**src/rtl/ber_checker_ref_delay_line.sv**
```systemverilog
// ref_delay_line
// 1-bit wide shift register holding the most recent transmitted reference
// bits, with a random-access read port.
//   clk      : clock, rising edge
//   rst_n    : synchronous active-low reset, clears every entry
//   push     : shift push_bit in this cycle
//   push_bit : reference bit to insert at entry 0 (newest)
//   rd_idx   : entry to read (0 = newest)
//   rd_bit   : combinational read of the contents before this cycle's shift
module ref_delay_line #(
    parameter int NB_DELAY = 9
) (
    input  logic                clk,
    input  logic                rst_n,
    input  logic                push,
    input  logic                push_bit,
    input  logic [NB_DELAY-1:0] rd_idx,
    output logic                rd_bit
);

    localparam int DEPTH = 2 ** NB_DELAY;

    logic [DEPTH-1:0] line_q;

    always_ff @(posedge clk) begin
        if (!rst_n) begin
            line_q <= '0;
        end else if (push) begin
            line_q <= {line_q[DEPTH-2:0], push_bit};
        end
    end

    // Reading the registered contents means a push in the same cycle as a
    // read is seen only from the next cycle on.
    assign rd_bit = line_q[rd_idx];

endmodule

```
**config.mk**
```make
export PLATFORM = sky130hd
export DESIGN_NAME = ref_delay_line
export DESIGN_NICKNAME = d
export VERILOG_FILES = /design/src/rtl/ber_checker_ref_delay_line.sv
export SDC_FILE = /design/constraint.sdc
export NUM_CORES = 1
export LEC_CHECK = 0
export CAP_MARGIN = 0
export CORE_UTILIZATION = 36
export DETAILED_ROUTE_END_ITERATION = 8
export PLACE_DENSITY_LB_ADDON = 0.12
export REMOVE_ABC_BUFFERS = 1
export SKIP_LAST_GASP = 1
export SYNTH_ARGS = -nofsm -noshare
export SYNTH_HDL_FRONTEND = slang
export SYNTH_SLANG_ARGS = --single-unit
```
**constraint.sdc**
```tcl
create_clock -name clk -period 2.3 [get_ports clk]
set_input_delay 0.345 -clock clk [delete_from_list [all_inputs] [get_ports clk]]
set_output_delay 0.345 -clock clk [all_outputs]
set_load 0.01 [all_outputs]
```
# [Yosys cells after proc, flatten, opt, wreduce, memory -nomap -nowiden]
# Index checks and enable logic that the tools add are counted.
[op_classes] mux=2 order_cmp=1
[ops] cell="less-than comparator 9 x 10 -> 1 bit, second input constant" count=1
[ops] cell="binary-select mux 1 bit (select 9 bit)" count=1
[ops] cell="two-way mux 1 bit" count=1
[totals] input_bits=13 wordCells=4 reg_bits=512

# [Longest topological paths before layout]
[depth] depth_word=2 ltp_mapped=12 ltp_nobuf=7

# [Least setup slack after synthesis]
# Ideal clock, no wire load.
[synth_path] path_type="input -> output" startpoint="input rd_idx[0]" endpoint="output rd_bit" path_slack_ns=-0.165 cell_stages=8 arrival_time_ns=2.120 t_required_ns=1.955 cell_sequence="buf_6 -> buf_12 -> mux4_1 -> mux4_2 -> and3_4 -> nor4_2 -> a2111o_1 -> nand4_1"
[synth_between] elab_chain_len=2
[synth_rtl] item="from (decl)" line="17" rtl="input logic [NB_DELAY-1:0] rd_idx,"
[synth_rtl] item="binary-select mux 1 bit (select 9 bit)" line="35" rtl="assign rd_bit = line_q[rd_idx];"
[synth_rtl] item="two-way mux 1 bit (not written as such)" line="35"
[synth_rtl] item="to (decl)" line="18" rtl="output logic rd_bit"
# Every way passes these cells. The select of a mux whose other input is x is not followed.

# [Worst setup path after layout]
[layout_path] startpoint="input rd_idx[2]" endpoint="output rd_bit"
# Same word-level chain as after synthesis.

==> impl_metrics.json <==
{
  "status": "finished, violations left",
  "failed_checks": "negative setup slack",
  "drive_gt1_share_pct": 30.59,
  "fin_area_um2": 31020,
  "num_rows": 93,
  "hp-class": "primary input to register",
  "crit_chain": "clkdlybuf4s50_1 -> buf_12 -> nand2b_2 -> buf_12 -> o221ai_1 -> o22ai_1 -> o211ai_1 -> a21oi_1 -> a2111o_1 -> nand4_1 -> buf_2",
  "synth.distinct_cells": 44,
  "grt_overflow": 0,
  "grt_pass1_vias": 17333,
  "crit_buf_inv": 4,
  "rrSetupSlack_ns": 1.53,
  "wl_per_cell_um": 16.83,
  "fin_ws_ns": -0.9779,
  "gp_congestion": 0.8200,
  "powerDensity_nw_per_um2": 628.9,
  "end_kind": "output pin",
  "syn_to_final_growth_pct": 31.86,
  "synthFlopType": "dfxtp_1",
  "register_area_um2": 10250,
  "crit_arrival_ns": 2.93,
  "drv_slew": 0,
  "timing_hold_violations_final": 0,
  "max_slew_margin_pct": 58.02,
  "syn_inst": 2087,
  "crit_family": "compound AO/OA/AOI/OAI gates",
  "finalCritPeriodShare_pct": 142.5,
  "route.antenna.remaining_nets": 0,
  "finalWorstPathRequiredPeriod_ns": 3.278,
  "netlist.top_cell.by_area": "dfxtp_1",
  "firstDrtPassIters": 5,
  "vias_per_cell": 4.790,
  "dr.first_iter.drc_count": 657,
  "mostFrequentLayoutCell": "mux2i_1",
  "wirelength_um": 59580,
  "max_freq_mhz": 305.1,
  "cts_root_buf": "clkbuf_16",
  "ys_top_cells_by_area": "dfxtp_1 (44%), mux2i_1 (27%), nor2b_1 (14%)",
  "final_nets": 2650,
  "drc": 0,
  "synth_seq_cells": 512,
  "min_from": "push",
  "critPathMostFrequentCell": "buf_12",
  "worstMarginPinSlew_ns": 0.6274,
  "slowest_stage": "clkdlybuf4s50_1",
  "vdd_drop_max_mv": 0.6414,
  "cts_tree": "done",
  "rr_worst_depth": 3,
  "largest_reg_flops": 512,
  "die_y_um": 257.7,
  "vias": 16956,
  "die_w_um": 257.7,
  "multi_input_area_um2": 12430,
  "place.detailed.hpwl_um": 41120,
  "setup-tns-final_ns": -0.9779,
  "antenna_found_initial": 0,
  "min_to": "line_q[60]$_SDFFE_PN0P_",
  "whs_path_depth": 3,
  "synth_edf_count": 0,
  "dpl_cell_area_um2": 29100,
  "drv_cap": 0,
  "clk_pin_slew_ns": 0.06,
  "grtUsageTotal_pct": 17.94,
  "nFillCells": 5959,
  "worstReg2RegEnd": "line_q[217]$_SDFFE_PN0P_",
  "clkSinkCount": 512,
  "clk_path_buf_depth": 3,
  "grt_setup_unrepaired": "true",
  "start_kind": "primary input",
  "seq_area_frac_synth_pct": 43.56,
  "grt_pass1_wl_um": 95720,
  "yosysWarnings": 0,
  "layout_common_cells": "mux2i_1 (627), buf_4 (615), nor2b_1 (514)",
  "setup_violations": 1,
  "avgSynthCellArea_um2": 11.27,
  "synth_top_area_share_pct": 43.56,
  "static-leakage-power_uw": 0.01339,
  "skew_ns": 0.01814,
  "port_buffers": 13,
  "crit_path_max_incr_delay_ns": 0.50,
  "synthesis.area_um2": 23530,
  "htreeDepth": 2,
  "cts_buffers": 58,
  "initial_core_util_pct": 36.50,
  "async_flop_share_pct": 0,
  "ios": 14,
  "top_regs": "line_q x512",
  "grt_max_degree": 89,
  "largest-register": "line_q",
  "clock_latency_ns": 0.61,
  "rr_startpoint": "line_q[216]$_SDFFE_PN0P_",
  "core_area_um2": 64460,
  "path_class": "primary input to output pin",
  "crit_fanout": 26,
  "dp_slack_ns": -1.463,
  "worstPathRequired_ns": 1.96,
  "dieArea_um2": 66380
}
## logic make-up after synthesis
group | count (synthesis) | share of synthesized area, %
buffers and inverters | 172 | 3.722
flip-flops | 512 | 43.56
AND/OR/NAND/NOR | 560 | 14.63
multiplexers | 700 | 33.69
AO/OA/AOI/OAI | 143 | 4.387
## synthesized netlist by cell type (5+ instances only)
library cell / instances
nor2_1: 17
nor2b_1: 514
clkbuf_1: 92
mux2i_1: 627
o21ai_0: 7
buf_12: 6
dfxtp_1: 512
mux4_1: 5
o22ai_1: 26
o221ai_1: 58
nand2_1: 11
a21oi_1: 34
buf_2: 7
buf_1: 46
buf_6: 11
mux4_2: 67
## how the worst max path moves through the flow
| stage | start | end | slack [ns] | cells past startpoint |
|---|---|---|---|---|
| after floorplan | rd_idx[1] | rd_bit | -0.61 | 7 |
| after global placement | rd_idx[2] | rd_bit | -1.40 | 12 |
| after detailed placement | rd_idx[2] | rd_bit | -1.46 | 12 |
| after CTS | line_q[196]$_SDFFE_PN0P_ | rd_bit | -1.01 | 8 |
| after global routing | line_q[196]$_SDFFE_PN0P_ | rd_bit | -1.08 | 8 |
| final | rd_idx[2] | rd_bit | -0.98 | 11 |
## final cells by class
class	instances	share of cell area [%]
inverter	5	0.06049
multi-input combinational	1403	40.05
tap	855	3.448
antenna	1	0.008066
clock inverter	14	0.4154
clock buffer	93	5.751
sequential	512	33.04
timing repair buffer	657	17.22
## worst register-to-register path, stage by stage (launching register included)
cell     delay, ns
dfxtp_1       0.31
buf_4         0.13
mux2i_1       0.16
nor2b_1       0.06
## metrics by stage
stage          hold WS, ns  util (%)  std cells  total power (uW)
2_1_floorplan       0.4732         -       1920              9596
3_3_place_gp        0.5019     45.14       3433             10490
3_5_place_dp        0.5258     45.14       3433             10500
4_1_cts             0.1693     48.09       3539             19820
5_1_grt             0.1912     48.12       3539             20270
6_report            0.2043     48.13       3540             19510
## per-layer routing
layer | up-vias | wire length [um] | GRT usage, %
met5 | - | 0 | 0
met4 | 0 | 867 | 4.043
met3 | 63 | 1556 | 2.493
met2 | 151 | 27450 | 29.30
met1 | 8205 | 29710 | 25.03
li1 | 8537 | - | -
## power breakdown
part | switching (uW) | total (uW) | internal, uW
combinational | 749 | 1430 | 678
clock | 3720 | 9210 | 5490
sequential | 1.15 | 8870 | 8870
total | 4470 | 19500 | 15000
## what timing repair did
item                                    in CTS  in global routing
endpoints found under the setup margin       1                  1
gates resized for setup                     10                  5
buffers inserted                             0                  0
hold buffers                                 0                  0
pin swaps                                    4                  1
Note: power is estimated with default switching activity, not from simulation.
